**src/rtl/seqdet_pkg.sv**
```systemverilog
// Shared constants and elaboration-time pattern-matching helpers for seq_detect_param.
// Bit (width-1) of a pattern is the first bit expected on the serial input.
package seqdet_pkg;

    localparam int SEQDET_MAX_W = 16;

    typedef logic [SEQDET_MAX_W-1:0] seqdet_pat_t;

    // i-th pattern bit in arrival order (i = 0 is the first bit on the wire)
    function automatic logic seqdet_bit(seqdet_pat_t pattern, int width, int i);
        seqdet_pat_t t;
        t = pattern >> (width - 1 - i);
        return t[0];
    endfunction

    // Longest proper prefix of the first n pattern bits that is also their suffix.
    function automatic int seqdet_fail(seqdet_pat_t pattern, int width, int n);
        int  best;
        logic ok;
        best = 0;
        for (int l = 1; l < n; l++) begin
            ok = 1'b1;
            for (int t = 0; t < l; t++) begin
                if (seqdet_bit(pattern, width, t) != seqdet_bit(pattern, width, n - l + t))
                    ok = 1'b0;
            end
            if (ok)
                best = l;
        end
        return best;
    endfunction

    // Longest pattern prefix that is a suffix of (first k pattern bits, then b).
    function automatic int seqdet_next(seqdet_pat_t pattern, int width, int k, logic b);
        int   best;
        int   idx;
        logic ok;
        logic s;
        best = 0;
        for (int j = 1; j <= k + 1; j++) begin
            ok = 1'b1;
            for (int t = 0; t < j; t++) begin
                idx = k + 1 - j + t;
                s   = (idx == k) ? b : seqdet_bit(pattern, width, idx);
                if (seqdet_bit(pattern, width, t) != s)
                    ok = 1'b0;
            end
            if (ok)
                best = j;
        end
        return best;
    endfunction

endpackage

```
**src/rtl/seqdet_sat_counter.sv**
```systemverilog
// Saturating up-counter with synchronous clear; clear beats a simultaneous increment.
module seqdet_sat_counter #(
    parameter int W = 8
) (
    input  logic         clk,
    input  logic         rst,
    input  logic         inc,
    input  logic         clr,
    output logic [W-1:0] cnt
);

    always_ff @(posedge clk) begin
        if (rst || clr)
            cnt <= '0;
        else if (inc && (cnt != '1))
            cnt <= cnt + W'(1);
    end

endmodule

```
**src/rtl/seq_detect_param.sv**
```systemverilog
// Parametrised serial pattern detector (KMP state = matched-prefix length).
// Define SEQDET_MATCH_COUNT_EN to add the clr_cnt / match_cnt saturating match counter.
//
// state        | meaning
// S0           | no useful prefix held
// Sk (0<k<W)   | last k accepted bits equal the first k pattern bits
module seq_detect_param
    import seqdet_pkg::*;
#(
    parameter int              PAT_W   = 4,
    parameter logic [PAT_W-1:0] PATTERN = 4'b1011,
    parameter int              OVERLAP = 1,
    parameter int              CNT_W   = 8
) (
    input  logic                     clk,
    input  logic                     rst,
    input  logic                     en,
    input  logic                     din,
    output logic                     det,
    output logic [$clog2(PAT_W)-1:0] pfx_len
`ifdef SEQDET_MATCH_COUNT_EN
    ,
    input  logic                     clr_cnt,
    output logic [CNT_W-1:0]         match_cnt
`endif
);

    localparam int          K_W     = $clog2(PAT_W);
    localparam seqdet_pat_t PAT_EXT = seqdet_pat_t'(PATTERN);
    localparam int          MATCH_K = (OVERLAP != 0) ? seqdet_fail(PAT_EXT, PAT_W, PAT_W) : 0;

    if (PAT_W < 2 || PAT_W > SEQDET_MAX_W || CNT_W < 1) begin : g_bad_param
        $error("seq_detect_param: PAT_W must be 2..16 and CNT_W at least 1");
    end

    logic [PAT_W-1:0] exp_vec;
    logic [K_W-1:0]   nxt0 [PAT_W];
    logic [K_W-1:0]   nxt1 [PAT_W];
    logic [K_W-1:0]   pfx_nxt;
    logic             det_nxt;

    // Transition tables are pure constants; the full-match entry folds in the overlap restart.
    for (genvar g = 0; g < PAT_W; g++) begin : g_tbl
        localparam logic EXP = PATTERN[PAT_W-1-g];
        localparam int   N0  = (g == PAT_W-1 && !EXP) ? MATCH_K : seqdet_next(PAT_EXT, PAT_W, g, 1'b0);
        localparam int   N1  = (g == PAT_W-1 &&  EXP) ? MATCH_K : seqdet_next(PAT_EXT, PAT_W, g, 1'b1);
        assign exp_vec[g] = EXP;
        assign nxt0[g]    = K_W'(N0);
        assign nxt1[g]    = K_W'(N1);
    end

    always_ff @(posedge clk) begin
        if (rst) begin
            pfx_len <= '0;
            det     <= 1'b0;
        end else begin
            pfx_len <= pfx_nxt;
            det     <= det_nxt;
        end
    end

    always_comb begin
        pfx_nxt = pfx_len;
        det_nxt = 1'b0;
        if (en) begin
            pfx_nxt = din ? nxt1[pfx_len] : nxt0[pfx_len];
            det_nxt = (pfx_len == K_W'(PAT_W - 1)) && (din == exp_vec[pfx_len]);
        end
    end

`ifdef SEQDET_MATCH_COUNT_EN
    seqdet_sat_counter #(
        .W (CNT_W)
    ) u_cnt (
        .clk (clk),
        .rst (rst),
        .inc (det_nxt),
        .clr (clr_cnt),
        .cnt (match_cnt)
    );
`endif

endmodule

```
**config.mk**
```make
export PLATFORM = sky130hd
export DESIGN_NAME = seq_detect_param
export DESIGN_NICKNAME = d
export VERILOG_FILES = /design/src/rtl/seqdet_pkg.sv /design/src/rtl/seqdet_sat_counter.sv /design/src/rtl/seq_detect_param.sv
export SDC_FILE = /design/constraint.sdc
export NUM_CORES = 1
export LEC_CHECK = 0
export ABC_AREA = 1
export CORE_AREA = 10 10 47 49
export DETAILED_ROUTE_END_ITERATION = 8
export DIE_AREA = 0 0 57 59
export GPL_TIMING_DRIVEN = 0
export HOLD_SLACK_MARGIN = 0.12
export SLEW_MARGIN = 20
export SYNTH_ARGS = -nofsm -noshare
export SYNTH_HDL_FRONTEND = slang
export SYNTH_SLANG_ARGS = --single-unit
```
**constraint.sdc**
```tcl
create_clock -name clk -period 0.8 [get_ports clk]
set_input_delay 0.16 -clock clk [delete_from_list [all_inputs] [get_ports clk]]
set_output_delay 0.16 -clock clk [all_outputs]
set_load 0.02 [all_outputs]
```
**After elaboration in Yosys (flattened, before gate mapping)**

Index checks and enable logic that the tools add are counted.

- Order comparisons: 2
- Bitwise operators: 2
- Reduce and logical (&&, ||, !) cells: 2
- Multiplexer cells: 9
- Eq/ne operators: 2

Operators by type and width:

| cell | number |
|---|---|
| two-way mux 2 bit | 5 |
| binary-select mux 2 bit (select 2 bit) | 2 |
| greater-or-equal comparator 3 bit (second input constant) | 1 |
| < comparator 2 x 3 -> 1 bit (second input constant) | 1 |
| inverter 2 -> 3 bit | 1 |
| binary-select mux 1 bit (select 2 bit) | 1 |
| equality test 2 bit (second input constant) | 1 |
| OR reduction 2 bit | 1 |
| equality test 1 bit | 1 |
| logical AND 1 bit | 1 |
| two-way mux 1 bit | 1 |
| inverter 1 bit | 1 |

- Logic and storage cells: 19
- Input bits: 4
- Flip-flop bits (word level): 3

**Longest topological paths before layout**

- Word-level depth: 5
- Gate-level depth with buffers: 4

**Worst setup path before layout**

OpenSTA, ideal clock, no wires.

- Kind: flip-flop to flip-flop
- From: reg pfx_len[0]
- To: reg pfx_len[1]
- Period minus slack after synthesis: 782 ps
- Setup slack: 18 ps
- Library setup time: 116 ps
- Stages on the path, launching flop included: 4
- Arrival time: 666 ps
- Cell sequence: dfxtp_1 > nand3_1 > nand2_1 > a21oi_1

- Longest elaborated chain between the ends: 5

Ends and longest elaborated chain:

| what | RTL line | text |
|---|---|---|
| from (decl) | seq_detect_param.sv:20 | `output logic [$clog2(PAT_W)-1:0] pfx_len` |
| from (signal assigned) | seq_detect_param.sv:57 | `pfx_len <= pfx_nxt;` |
| inverter 2 -> 3 bit (not written as such) (*) | seq_detect_param.sv:66 | `pfx_nxt = din ? nxt1[pfx_len] : nxt0[pfx_len];` |
| binary-select mux 2 bit (select 2 bit) | seq_detect_param.sv:66 |  |
| two-way mux 2 bit (not written as such) (2 in a row) | seq_detect_param.sv:66 |  |
| two-way mux 2 bit (*) | seq_detect_param.sv:66 |  |

Mark *: on every way between the ends. The rest lies on a longest branch, timed or not. The select of a mux whose other input is x is not followed.
A chain may end at the register's enable or synchronous reset.

**Worst setup path in the final report**

- From: reg pfx_len[1]
- To: out pfx_len[1]

No word-level cell between the ends.

==> out/summary.txt <==
status: complete, but fails checks
failing checks: setup timing
area share of the largest cell type after synthesis: 54.5%
Tmin final: 0.834 ns
crit path kind: flip-flop to primary output
synth unique cells: 7
global placer's final weighted congestion: 0.567
Fmax: 1.20 GHz
Die X: 57 um
Area Overhead vs Synth: 126%
Leakage: 0.000124 uW
post-route cell area: 249 um2
Yosys reg bits: 3
Root Buffer: clkbuf_4
delay-heaviest family, CP: flip-flops
slew margin rel.: 87.0%
worst hold slack: 0.227 ns
FP Rows: 14
pwr dens: 1970 nW/um2
area of the core region: 1400 um2
worst path required time: 0.64 ns
layout cells sized above 1: 44.4%
FF+latch area: 63.8 um2
crit-path max cell delay: 0.33 ns
Synth Area per Inst: 7.34 um2
Buf/Inv on CP: 1
dpl cell area: 190 um2
HP Class: input port to flip-flop
top cells by area in the synthesized netlist: dfxtp_1 (55%), nand2_1 (17%), a21oi_1 (9.1%), inv_1 (6.8%), nand3_1 (4.5%)
DRC: 0
dominant cell type by area after synthesis: dfxtp_1
RSZ-0062 raised after global routing: true
Gate Count Post-Synth: 15
commonest non-fill, non-tap cell in the layout: nand2_1
Final nets: 32
Place WS: -0.340 ns
Max Cap Viol: 0
CP Capture Type: primary output
Ant. Diodes: 0
CTS max path bufs: 2
die height: 59 um
Initial Util: 7.86%
initial antenna violation count: 0
CTS tree: done
Via Count: 134
dpl hpwl: 251 um
maximum fanout along the worst path: 2
Final Util: 17.8%
WL/cell: 8.12 um
DRT Pass-1 Iters: 2
Max IR drop VDD: 0.616 mV
Fillers: 171
startpoint types: flip-flop
R2R depth: 4
Syn Std Cell Area: 110 um2
worst slew pin tran: 0.195 ns
Post-DRT Antenna Nets: 0
DIE AREA: 3360 um2
worst skew pair latency: 0.23 ns
Crit-path slowest cell: dfxtp_2
initial DRC count: 4
skew final: 0.00180 ns
vias in the first global route: 156
Num CTS Buffers: 3
Total Neg Setup Slack: -0.0794 ns
Sink Count: 3
Pins Over Slew Limit: 0
GRT Overall Usage: 2.54%
yosys warns: 0
setup slack after layout: -0.0340 ns
area occupied by multi-input gates: 47.5 um2
first-pass GRT wire length: 552 um
Total Routed Length: 349 um
final setup violation count: 3
syn nets: 19
worst hold stages: 3
Vias/cell: 3.12
# port buffers: 6
worst path cell trace: buf_6
CP Depth: 1
grt total ovfl: 0
CTS H-tree depth: 1
most frequent cells in the layout: nand2_1 (5), clkbuf_4 (3), dfxtp_2 (3), buf_6 (3)
largest net degree at the start of global routing: 6
Tcrit/Tclk final: 104%
sequential area share after synthesis: 54.5%
Arrival @ worst endpoint: 0.67 ns
Clk pin slew, worst setup/hold paths: 0.04 ns
Final Hold Fails: 0
I/O pin count: 7
==> where the power goes <==
group          leakage [uW]  switching (uW)  total [uW]  internal (uW)
combinational     0.0000837            28.5        64.0           35.5
sequential        0.0000258            4.35         162            158
clock             0.0000150            78.1         265            187
==> registers in the layout, summed over array words and instances, names as in the netlist <==
| register | count |
|---|---|
| pfx_len | 2 |
| det | 1 |
==> stage by stage <==
step / cells / power (uW)
after detailed placement: 37 / 216
after global placement: 37 / 215
after floorplan: 15 / 183
after CTS: 43 / 512
final: 43 / 491
after global routing: 43 / 529
==> area by class of cell <==
class                           instances  share of cell area (%)
Inverter                                2                    3.02
Timing Repair Buffer                    8                    33.7
Multi-Input combinational cell         10                    19.1
Sequential cell                         3                    25.6
Clock buffer                            4                    10.6
Tap cell                               16                    8.04
==> cells in the mapped netlist (all sizes together) <==
master / n
inv: 2
o21ai: 1
nor2: 1
a21oi: 2
nand2: 5
dfxtp: 3
nand3: 1
==> final timing paths <==
| kind | startpoint | endpoint | slack (ns) |
|---|---|---|---|
| min | din | det | 0.23 |
| max | pfx_len[1] | pfx_len[1] | -0.03 |
| max reg2reg | pfx_len[0] | pfx_len[1] | 0.06 |
| min reg2reg | pfx_len[1] | det | 0.58 |
==> routing by layer <==
| metal | up-vias | GRT usage [%] | share of wire (%) | routed length [um] |
|---|---|---|---|---|
| li1 | 72 | - | - | - |
| met1 | 58 | 1.30 | 33 | 114 |
| met2 | 4 | 3.88 | 58 | 202 |
| met3 | 0 | 1.72 | 9.2 | 32 |
| met4 | 0 | 5.03 | 0 | 0 |
| met5 | - | 0 | 0 | 0 |
==> timing repair <==
action                                  4_1_cts  5_1_grt
endpoints found under the setup margin        3        5
hold buffers                                  0        0
gates resized for setup                      21        4
gates cloned                                  0        0
buffers inserted                              2        0
==> cells by family after synthesis <==
family                 synth area share [%]
DFF                                    54.5
AOI/OAI and AO/OA                      13.6
and+or+nand+nor                        25.0
buffers and inverters                  6.82
No activity file was read; power rests on OpenSTA's default activity.
